[src/rtl/muldiv_if.sv]
// muldiv_if: start/busy/done handshake and operand/result bus of the multiply/divide sequencer
interface muldiv_if #(parameter int WIDTH = 32);
   logic             start;
   logic             op;
   logic             sign;
   logic [WIDTH-1:0] X;
   logic [WIDTH-1:0] Y;
   logic             busy;
   logic             done;
   logic [WIDTH-1:0] lo;
   logic [WIDTH-1:0] hi;
   logic             dbz;
   modport master (output start, op, sign, X, Y, input busy, done, lo, hi, dbz);
   modport slave  (input start, op, sign, X, Y, output busy, done, lo, hi, dbz);
endinterface

[src/rtl/muldiv_sequencer.sv]
// muldiv_sequencer: iterative shift-add multiplier and restoring divider; MULDIV_EARLY_OUT_EN ends multiply once the multiplier runs out
module muldiv_sequencer #(parameter int WIDTH = 32) (
   input logic    clk,
   input logic    rst,
   muldiv_if.slave bus
);
   localparam int W = WIDTH;
   typedef enum logic [2:0] {IDLE, PREP, CALC, FIXUP, DONE} state_t;
   state_t state;
   logic op_r, sign_r, neg_lo, neg_hi, busy_r, done_r, dbz_r, last;
   logic [W-1:0] x_r, y_r, b, lo_r, hi_r, x_mag, y_mag, q_fix, r_fix;
   logic [2*W-1:0] acc, mcand, acc_mul, acc_div, prod;
   logic [2*W:0] sh;
   logic [W+1:0] diff;
   logic [5:0] cnt;
   assign bus.busy = busy_r;
   assign bus.done = done_r;
   assign bus.lo   = lo_r;
   assign bus.hi   = hi_r;
   assign bus.dbz  = dbz_r;
   // Operand magnitudes, one multiply/divide step, sign fixup and loop exit
   always_comb begin
      x_mag   = (sign_r && x_r[W-1]) ? -x_r : x_r;
      y_mag   = (sign_r && y_r[W-1]) ? -y_r : y_r;
      acc_mul = acc + (b[0] ? mcand : '0);
      sh      = {acc, 1'b0};
      diff    = {1'b0, sh[2*W:W]} - {2'b00, b};
      acc_div = diff[W+1] ? sh[2*W-1:0] : {diff[W-1:0], sh[W-1:1], 1'b1};
      prod    = neg_lo ? -acc : acc;
      q_fix   = neg_lo ? -acc[W-1:0] : acc[W-1:0];
      r_fix   = neg_hi ? -acc[2*W-1:W] : acc[2*W-1:W];
`ifdef MULDIV_EARLY_OUT_EN
      last    = (cnt == 6'd1) || (!op_r && (b >> 1) == '0);
`else
      last    = cnt == 6'd1;
`endif
   end
   // Sequencer FSM with registered handshake and result outputs
   always_ff @(posedge clk) begin
      if (rst) begin
         state  <= IDLE;
         busy_r <= 1'b0;
         done_r <= 1'b0;
         lo_r   <= '0;
         hi_r   <= '0;
         dbz_r  <= 1'b0;
         op_r   <= 1'b0;
         sign_r <= 1'b0;
         neg_lo <= 1'b0;
         neg_hi <= 1'b0;
         x_r    <= '0;
         y_r    <= '0;
         b      <= '0;
         acc    <= '0;
         mcand  <= '0;
         cnt    <= '0;
      end else begin
         case (state)
            IDLE: if (bus.start) begin
               op_r   <= bus.op;
               sign_r <= bus.sign;
               x_r    <= bus.X;
               y_r    <= bus.Y;
               busy_r <= 1'b1;
               state  <= PREP;
            end
            PREP: begin
               neg_lo <= sign_r & (x_r[W-1] ^ y_r[W-1]);
               neg_hi <= sign_r & x_r[W-1];
               cnt    <= 6'(W);
               acc    <= op_r ? {{W{1'b0}}, x_mag} : '0;
               mcand  <= {{W{1'b0}}, x_mag};
               b      <= y_mag;
               if (op_r && y_r == '0) begin
                  lo_r   <= '1;
                  hi_r   <= x_r;
                  dbz_r  <= 1'b1;
                  done_r <= 1'b1;
                  state  <= DONE;
               end else
                  state  <= CALC;
            end
            CALC: begin
               cnt   <= cnt - 6'd1;
               acc   <= op_r ? acc_div : acc_mul;
               mcand <= mcand << 1;
               b     <= op_r ? b : b >> 1;
               state <= last ? FIXUP : CALC;
            end
            FIXUP: begin
               lo_r   <= op_r ? q_fix : prod[W-1:0];
               hi_r   <= op_r ? r_fix : prod[2*W-1:W];
               dbz_r  <= 1'b0;
               done_r <= 1'b1;
               state  <= DONE;
            end
            default: begin
               done_r <= 1'b0;
               busy_r <= 1'b0;
               state  <= IDLE;
            end
         endcase
      end
   end
endmodule
[src/flat_wrapper.sv]
// flat-port wrapper written by rule: the top's interface ports become plain ports
module muldiv_sequencer_flat 
#(parameter int WIDTH = 32)
  (clk, rst, bus_start, bus_op, bus_sign, bus_X, bus_Y, bus_busy, bus_done, bus_lo, bus_hi, bus_dbz);
  muldiv_if #(.WIDTH(WIDTH)) bus_i ();
  input logic clk;
  input logic rst;
  input wire logic [$bits(bus_i.start)-1:0] bus_start;
  input wire logic [$bits(bus_i.op)-1:0] bus_op;
  input wire logic [$bits(bus_i.sign)-1:0] bus_sign;
  input wire logic [$bits(bus_i.X)-1:0] bus_X;
  input wire logic [$bits(bus_i.Y)-1:0] bus_Y;
  output wire logic [$bits(bus_i.busy)-1:0] bus_busy;
  output wire logic [$bits(bus_i.done)-1:0] bus_done;
  output wire logic [$bits(bus_i.lo)-1:0] bus_lo;
  output wire logic [$bits(bus_i.hi)-1:0] bus_hi;
  output wire logic [$bits(bus_i.dbz)-1:0] bus_dbz;
  assign bus_i.start = bus_start;
  assign bus_i.op = bus_op;
  assign bus_i.sign = bus_sign;
  assign bus_i.X = bus_X;
  assign bus_i.Y = bus_Y;
  assign bus_busy = bus_i.busy;
  assign bus_done = bus_i.done;
  assign bus_lo = bus_i.lo;
  assign bus_hi = bus_i.hi;
  assign bus_dbz = bus_i.dbz;
  muldiv_sequencer #(.WIDTH(WIDTH)) u_core (.clk(clk), .rst(rst), .bus(bus_i));
endmodule
[config.mk]
export PLATFORM = sky130hd
export DESIGN_NAME = muldiv_sequencer_flat
export DESIGN_NICKNAME = d
export VERILOG_FILES = /design/src/rtl/muldiv_if.sv /design/src/rtl/muldiv_sequencer.sv /design/src/flat_wrapper.sv
export SDC_FILE = /design/constraint.sdc
export NUM_CORES = 1
export LEC_CHECK = 0
export CORE_MARGIN = 4
export CORE_UTILIZATION = 30
export CTS_BUF_LIST = sky130_fd_sc_hd__clkbuf_16
export DETAILED_ROUTE_END_ITERATION = 10
export HOLD_SLACK_MARGIN = 0.03
export PLACE_DENSITY_LB_ADDON = 0.08
export SETUP_SLACK_MARGIN = 0.1
export SKIP_CTS_REPAIR_TIMING = 1
export SLEW_MARGIN = 20
export SYNTH_ARGS = -nofsm -noshare
export SYNTH_HDL_FRONTEND = slang
export SYNTH_SLANG_ARGS = --single-unit
[constraint.sdc]
create_clock -name clk -period 7.7 [get_ports clk]
set_input_delay 1.54 -clock clk [delete_from_list [all_inputs] [get_ports clk]]
set_output_delay 1.54 -clock clk [all_outputs]
set_load 0.01 [all_outputs]
Yosys cells after proc, flatten, opt, wreduce, memory -nomap -nowiden --
Index checks and enable logic that the tools add are counted.
Word-level totals: output and inout bits 67, bits in registers 304, bits of input ports 69, word-level logic and storage cells 79
Cells by class: muxes and demuxes 29, bitwise gates (word level) 5, $add $sub $neg 8, eq/ne operators 7, reductions and logical operators 14
Operators by type and width (number):
- two-way mux 32 bit | 10
- two-way mux 64 bit | 4
- one-hot mux 64 bit (2 select lines) | 2
- one-hot mux 32 bit (2 select lines) | 3
- negator 32 bit | 4
- adder 64 bit | 1
- negator 64 bit | 1
- subtractor 33 x 32 -> 34 bit | 1
- zero test 32 bit | 1
- one-hot mux 3 bit (4 select lines) | 1
- one-hot mux 6 bit (2 select lines) | 1
- AND reduction 2 bit | 5
- == test 3 x 2 -> 1 bit, second input constant | 2
- == test 6 x 1 -> 1 bit, second input constant | 1
- two-way mux 3 bit | 2
- subtractor 6 x 1 -> 6 bit, second input constant | 1
- inequality test 2 bit, second input constant | 2
- one-hot mux 1 bit (2 select lines) | 2
- nonzero test 2 bit | 2
- == test 3 x 1 -> 1 bit, second input constant | 1
- logical AND 1 bit | 3
- zero test 3 bit | 1
- two-way mux 1 bit | 3
- one-hot mux 1 bit (3 select lines) | 1
- 6 further kinds | 8

Longest topological paths before layout --
Gate-level depths: netlist of run 1.
depth in word-level cells 4, depth in mapped cells 15, gate-level depth less buffers 13

Worst setup path before layout of run 1 --
No wires, ideal clock.
path type register -> register, start register u_core.b[0], end register u_core.acc[38], cell stages (with the launch flop) 16, slack 3792 ps, buffers on the path 2, arrival 3780 ps, data required time 7572 ps, cell sequence dfxtp_1 > clkbuf_1 > clkbuf_1 > and2_1 > ha_1 > fa_1 > a211oi_1 > o21ai_0 > a2111oi_0 > o21ai_0 > a21oi_1 > o21a_1 > o21ai_0 > xor2_1 > a221oi_1 > nor2_1
Between the ends: cells in the longest elaborated chain, start to end 4
Ends and longest elaborated chain:
- start, declared | line muldiv_sequencer.sv:11 | logic [W-1:0] x_r, y_r, b, lo_r, hi_r, x_mag, y_mag, q_fix, r_fix;
- start signal, assigned | line muldiv_sequencer.sv:73 | b <= y_mag;
- start signal, assigned | line muldiv_sequencer.sv:87 | b <= op_r ? b : b >> 1;
- two-way mux 64 bit or subtractor 33 x 32 -> 34 bit (tied branches) | line muldiv_sequencer.sv:25, muldiv_sequencer.sv:27
- adder 64 bit or two-way mux 64 bit (tied branches) | line muldiv_sequencer.sv:25, muldiv_sequencer.sv:28
- two-way mux 64 bit (*) | line muldiv_sequencer.sv:85 | acc <= op_r ? acc_div : acc_mul;
- one-hot mux 64 bit (2 select lines) (*) | line muldiv_sequencer.sv:58 | case (state)
- end signal, assigned | line muldiv_sequencer.sv:71 | acc <= op_r ? {{W{1'b0}}, x_mag} : '0;
- end signal, assigned | line muldiv_sequencer.sv:85
- end, declared | line muldiv_sequencer.sv:12 | logic [2*W-1:0] acc, mcand, acc_mul, acc_div, prod;
Every way passes the cells marked *; elsewhere a longest branch is shown, timed or not. A chain may end at the register's enable or synchronous reset.

Worst setup path after layout of run 1 --
start register u_core.b[0], end register u_core.acc[55]
The elaborated chain is that of the path after synthesis.

==> impl_results.md, run 1 <==
- Status: complete, no violations
- CP startpoint kind: flip-flop
- Crit path buf inv count: 1
- Biggest area consumer among synthesized cells: dfxtp_1
- Crit path top cell by count: o21ai_0
- Largest net degree at the start of global routing: around 150
- H-tree depth: 2
- Peak supply drop: approximately 0.15 mV
- Post-Synthesis Net Count: between 2k and 3k
- CP required: slightly above 8000 ps
- PortBufs: roughly 140
- Die height: about 270 µm
- Worst Skew: ~17 ps
- RD Place Congestion: slightly above 0.9
- CP delay by family, top: compound AO/OA/AOI/OAI gates
- CP endpoint kind: flip-flop
- Sw Ratio: around a third
- DRT Pass-1 Iters: 5
- Synth warnings: 0
- EDFF count, synth: 0
- I/O Pins: about 140
- RSZ-0062 raised after global routing: no
- #FFs+latches synth: between 300 and 400
- Largest stage delay on the critical path: about 520 ps
- DIE AREA: 73600 µm²
- Num rows: 96
- Drt first-iter violations: about 1.5k
- WL/cell: around 21 µm
- Syn Area/Cell: 7.38 µm²
- Post-DP HPWL: 60400 µm
- Number of setup violations in the final report: 0
- MaxCap Viol Count: 0
- Crit path DAT: approximately 5000 ps
- Total GRT Usage: 21.5%
- Comb pwr share: between 20% and 30%
- Psw: 0.00146 W
- CTS tree: done
- Area contributors post-synth: dfxtp_1 (29%), a21oi_1 (7.3%), nand2_1 (6.7%)
- Clock Path Buffers: 3
- DRC viols: 0
- Count leader, synth: nand2_1
- Fin util: between 30% and 40%
- Final total negative setup slack: 0 ps
- Average vias per placed instance: 5.46
- Area growth from synthesis to layout: 16.6%
- Total gr overflow: 0
- Sinks on Clock Net: 304
- Via count: about 21k
- Yosys top cell area share: 29.3%
- Cell Area, Synth: slightly above 20000 µm²
- Clk pin slew, worst setup/hold paths: about 60 ps
- Antenna violations before repair: 1
- Hold crit path type: reg -> reg
- Clock latency on the worst-skew pair: around 570 ps
- Clock power share: just over 40%
- First-pass GRT wire length: between 100000 and 150000 µm
- CP Class: reg -> reg
- Final WL: 81700 µm
- Worst-Margin Slew: ~1100 ps
- Max FO, Critical Path: 54
- Crit path cell chain: buf_4, and2_1, ha_1, a211oi_1, nor2_1, o211ai_1, nand4b_1, o21ai_0, nand4bb_1, a41oi_1, o21ai_0, nand3_1, or3b_2
- Max Transition Viols Final: 0
- Post-DRT Antenna Nets: 0
- Share of power burned in registers: 38.3%
- Ys flop type: dfxtp_1
- Starting Density: about 30%
- Clk root buf: clkbuf_16
- P_int: 0.00305 W
- Slowest cell on crit path: dfxtp_1
- Die width: about 270 µm
- Mapped Cells: roughly 2.8k
- Vias in the first global route: slightly above 20k
- Fin. Hold Viols: 0
- Final period util: between 50 and 60%
- Asr flop ratio synth: 0%
- Sequential share of the synthesized area: between 20% and 30%
- Pwr/cell area: between 150 and 200 nW/µm²
- Worst slew margin: 26.5%
- Leak pwr: 9.39 nW
- Final net count: around 3k
- Core box area: approximately 69000 µm²
- Cts bufs inserted: 41
- Fmax: 0.218 GHz
- Share of layout cells above drive strength 1: between 5 and 6%
- Final Critical Period: ~4600 ps
- Yosys cell types: 75
- N_diodes: 0
- Top cells by count, synth: nand2_1 (371), nor2_1 (368), dfxtp_1 (304)
[worst paths after layout]
| kind | start | end | slack, ps | cells past startpoint |
|---|---|---|---|---|
| worst max register to register | u_core.b[0] | u_core.acc[55] | 3110 | 13 |
| worst max-delay path | u_core.b[0] | u_core.acc[55] | 3110 | 13 |
| worst min-delay path | u_core.bus.dbz | u_core.bus.dbz | 470 | 2 |
| worst min register to register | u_core.bus.dbz | u_core.bus.dbz | 470 | 2 |
[registers in the layout, summed over array words and instances, names as in the netlist]
register / count
u_core.sign_r: 1
u_core.bus.lo: 32
u_core.bus.hi: 32
u_core.x_r: 32
u_core.neg_hi: 1
u_core.mcand: 64
u_core.y_r: 32
u_core.bus.dbz: 1
u_core.bus.done: 1
u_core.neg_lo: 1
u_core.cnt: 6
u_core.b: 32
u_core.state: 3
u_core.bus.busy: 1
u_core.op_r: 1
u_core.acc: 64
[metal layers]
metal	share of wire, %	global-route usage, %
met1	44	27.3
met2	49	38.1
met3	3.9	2.53
met4	3.4	6.92
met5	0	0
[cell families (layout without fill, tap and decap cells)]
| family | count (synthesis) | after routing | share of synthesized area (%) |
|---|---|---|---|
| multiplexers | 29 | 29 | 1.47 |
| XOR/XNOR | 189 | 189 | 7.96 |
| AO/OA/AOI/OAI | 863 | 863 | 27.2 |
| buffers and inverters | 274 | 329 | 4.97 |
| adder cells (fa/ha/maj) | 103 | 103 | 6.27 |
| AND/OR/NAND/NOR | 1056 | 1056 | 22.9 |
| flip-flops | 304 | 304 | 29.3 |
[worst min-delay path, cell delays in order, from the launching register on]
cell     delay [ps]
dfxtp_1         310
nand2_1          50
a21oi_1          50
[through the flow]
step	cell area (µm²)	hold slack (ps)	power [W]	cells	setup WS, ps
after global routing	24200	483	0.00473	3804	2740
after global placement	22900	453	0.00268	3728	3320
after CTS	24200	467	0.00457	3804	3220
after floorplan	20800	440	0.00236	2818	3790
final	24200	465	0.00451	3804	3110
after detailed placement	23000	456	0.00269	3729	3250
[power by group through the flow]
stage	Clock [W]	Combinational, W	Sequential, W
global route	0.00197	0.00102	0.00174
global placement	0	0.000925	0.00176
floorplan	0	0.000635	0.00173
finish	0.00185	0.000930	0.00173
detailed placement	0	0.000928	0.00176
CTS	0.00191	0.000933	0.00173
[layout make-up]
type / count / area [µm²]
multi-input combinational: 2240 / 13700
timing repair buffer: 177 / 1700
inverter: 77 / 289
clock inverter: 34 / 251
clock buffer: 41 / 1030
fill: 7303 / 44400
tap: 931 / 1160
sequential: 304 / 6090
[placed cells by master, fill, tap and decap left out, types with 76 or more instances in the layout]
master           count
xnor2_1             98
a21oi_1            302
and2_1              76
nor2_1             363
inv_1               85
xor2_1              91
dfxtp_1            303
o21ai_0            116
nand2_1            369
clkdlybuf4s50_1    134
ha_1               101
No activity file was read; power rests on OpenSTA's default activity.
==> run 2, diff against run 1 <==
==> constraint.sdc (replaced) <==
create_clock -name clk -period 3.9 [get_ports clk]
set_input_delay 0.78 -clock clk [delete_from_list [all_inputs] [get_ports clk]]
set_output_delay 0.78 -clock clk [all_outputs]
set_load 0.01 [all_outputs]
==> run 2 against run 1 <==
  * Sequential power grew 97%
  * Critical path depth grew 2
  * Routed wire length grew 3.0%
  * Die area is the same
  * First-iteration DRC count shrank 2.0%
  * Clock-buffer cell count shrank 1
  * Global-route usage grew 0.50 points
  * Final area grew 3.4%
  * Register-to-register slack lost 2800 ps
  * Maximum frequency grew 27%
  * Final cell count grew 2.4%
  * Largest power group unchanged
==> impl_results.md, run 2 (same netlist as run 1, synthesis figures left out) <==
- Total gr overflow: 0 (unchanged)
- RSZ-0062 raised after global routing: yes (was no)
- First-pass GRT wire length: 127000 µm (was 125000 µm)
- CP Class: reg -> reg (unchanged)
- Number of setup violations in the final report: 0 (unchanged)
- WL/cell: 21.6 µm (was 21.5 µm)
- DP Worst Slack: -42.4 ps (was 3250 ps)
- Cts bufs inserted: 39 (was 41)
- Largest stage delay on the critical path: 430 ps (was 520 ps)
- Antenna violations before repair: 1 (unchanged)
- MaxCap Viol Count: 0 (unchanged)
- Die width: 271 µm (unchanged)
- GR Util met2: 37.3% (was 38.1%)
- RD Place Congestion: 0.935 (was 0.933)
- Clock latency on the worst-skew pair: 560 ps (was 570 ps)
- Sinks on Clock Net: 304 (unchanged)
- Gr busiest metal: met2 (unchanged)
- GRT met3 Usage: 3.16% (was 2.53%)
- Worst slew margin: 30.6% (was 26.5%)
- H-tree depth: 2 (unchanged)
- Crit path buf inv count: 3 (was 1)
- Final net count: 3110 (was 3013)
- Average vias per placed instance: 5.48 (was 5.46)
- Commonest non-fill, non-tap cell in the layout: nand2_1 (unchanged)
- Starting Density: 30.3% (unchanged)
- CP endpoint kind: flip-flop (unchanged)
- Crit path DAT: 4100 ps (was 5030 ps)
- Most frequent cells in the layout: nand2_1 (369), nor2_1 (362), dfxtp_1 (302) (was nand2_1 (369), nor2_1 (363), dfxtp_1 (303))
- Peak supply drop: 0.347 mV (was 0.155 mV)
- DIE AREA: 73600 µm² (unchanged)
- Status: complete, no violations (unchanged)
- Final Critical Period: 3620 ps (was 4590 ps)
- DRT Pass-1 Iters: 5 (unchanged)
- Final total negative setup slack: 0 ps (unchanged)
- Final period util: 92.8% (was 59.6%)
- N_diodes: 0 (unchanged)
- DRC viols: 0 (unchanged)
- Slowest cell on crit path: a311o_2 (was dfxtp_1)
- Hold crit path type: reg -> reg (unchanged)
- CP delay by family, top: compound AO/OA/AOI/OAI gates (unchanged)
- Clock Path Buffers: 3 (unchanged)
- Vias in the first global route: 20.6k (was 20.4k)
- Via count: 21.4k (was 20.8k)
- Worst-Margin Slew: 1040 ps (was 1090 ps)
- Largest regs: u_core.acc (64), u_core.mcand (64) (unchanged)
- Pwr/cell area: 354 nW/µm² (was 186 nW/µm²)
- Worst Slack Setup Final: 281 ps (was 3110 ps)
- Area growth from synthesis to layout: 20.6% (was 16.6%)
- Crit path cell chain: buf_12, buf_4, and2_1, ha_1, a21o_1, a21oi_2, o21ai_0, a311o_2, a211oi_4, o21ai_0, buf_4, a31oi_1, xnor2_1, a22oi_1, a21oi_1 (was buf_4, and2_1, ha_1, a211oi_1, nor2_1, o211ai_1, nand4b_1, o21ai_0, nand4bb_1, a41oi_1, o21ai_0, nand3_1, or3b_2)
- Post-DRT Antenna Nets: 0 (unchanged)
- Final WL: 84200 µm (was 81700 µm)
- CP startpoint kind: flip-flop (unchanged)
- Met1 Track Usage GR: 28.2% (was 27.3%)
- Share of layout cells above drive strength 1: 8.77% (was 5.19%)
- Clk root buf: clkbuf_16 (unchanged)
- Num rows: 96 (unchanged)
- Clk pin slew, worst setup/hold paths: 60 ps (about the same)
- Core box area: 68600 µm² (unchanged)
- Worst Skew: 15.5 ps (was 17.4 ps)
- Fin. Hold Viols: 0 (unchanged)
- Fmax: 0.276 GHz (was 0.218 GHz)
- Die height: 271 µm (unchanged)
- Post-DP HPWL: 64800 µm (was 60400 µm)
- Largest net degree at the start of global routing: 136 (was 153)
- PortBufs: 135 (unchanged)
- Leak pwr: 9.92 nW (was 9.39 nW)
- Drt first-iter violations: 1486 (was 1516)
- Max FO, Critical Path: 41 (was 54)
- Total GRT Usage: 22.0% (was 21.5%)
- Max Transition Viols Final: 0 (unchanged)
- CTS tree: done (unchanged)
- CP required: 4380 ps (was 8140 ps)
- I/O Pins: 136 (unchanged)
-- run 2: changes by cell type in the layout (fill, tap and decap cells not counted), sizes merged --
cell | previous run | this run
clkinv | 16 | 11
inv | 89 | 91
clkbuf | 41 | 40
clkinvlp | 3 | 0
buf | 43 | 142
-- run 2: final timing paths --
| path | cells after the start | slack [ps] | to | startpoint |
|---|---|---|---|---|
| max | 15 | 280 | u_core.acc[57] | u_core.b[0] |
| min | 2 | 460 | u_core.bus.dbz | u_core.bus.dbz |
| max reg2reg | 15 | 280 | u_core.acc[57] | u_core.b[0] |
| min reg2reg | 2 | 460 | u_core.bus.dbz | u_core.bus.dbz |
-- run 2: routing by layer --
layer / part of all wire [%] / wire [µm]
met5: 0 / 0
met4: 4.5 / 3790
met3: 4.6 / 3910
met2: 47 / 39700
met1: 44 / 36800
-- run 2: through the flow --
| step | utilization [%] | instance area, µm² | power, W | instances | hold WS (ps) |
|---|---|---|---|---|---|
| 2_1_floorplan | - | 20800 | 0.00466 | 2818 | 440 |
| 3_3_place_gp | 34.6 | 23800 | 0.00541 | 3828 | 449 |
| 3_5_place_dp | 34.6 | 23800 | 0.00541 | 3828 | 458 |
| 4_1_cts | 36.4 | 25000 | 0.00897 | 3896 | 465 |
| 5_1_grt | 36.5 | 25100 | 0.00930 | 3896 | 503 |
| 6_report | 36.5 | 25100 | 0.00887 | 3896 | 463 |
-- run 2: layout make-up --
type	count	area [µm²]
clock buffers	40	1000
clock inverters	28	211
fillers	7296	43500
inverters	77	289
multi-input cells	2240	13800
flip-flops and latches	304	6090
well taps	931	1160
repair buffers	276	2500
-- run 2: worst min-delay path, delay by kind of cell (launching register included) --
kind / cells / cell delay (ps)
simple gates: 1 / 50
compound gates: 1 / 50
flops: 1 / 310
-- run 2: report_power, final --
part	leakage [nW]	switching (W)	internal (W)	total [W]
combinational	6.81	0.00121	0.000759	0.00197
sequential	2.47	0.000162	0.00324	0.00340
clock	0.644	0.00145	0.00205	0.00350
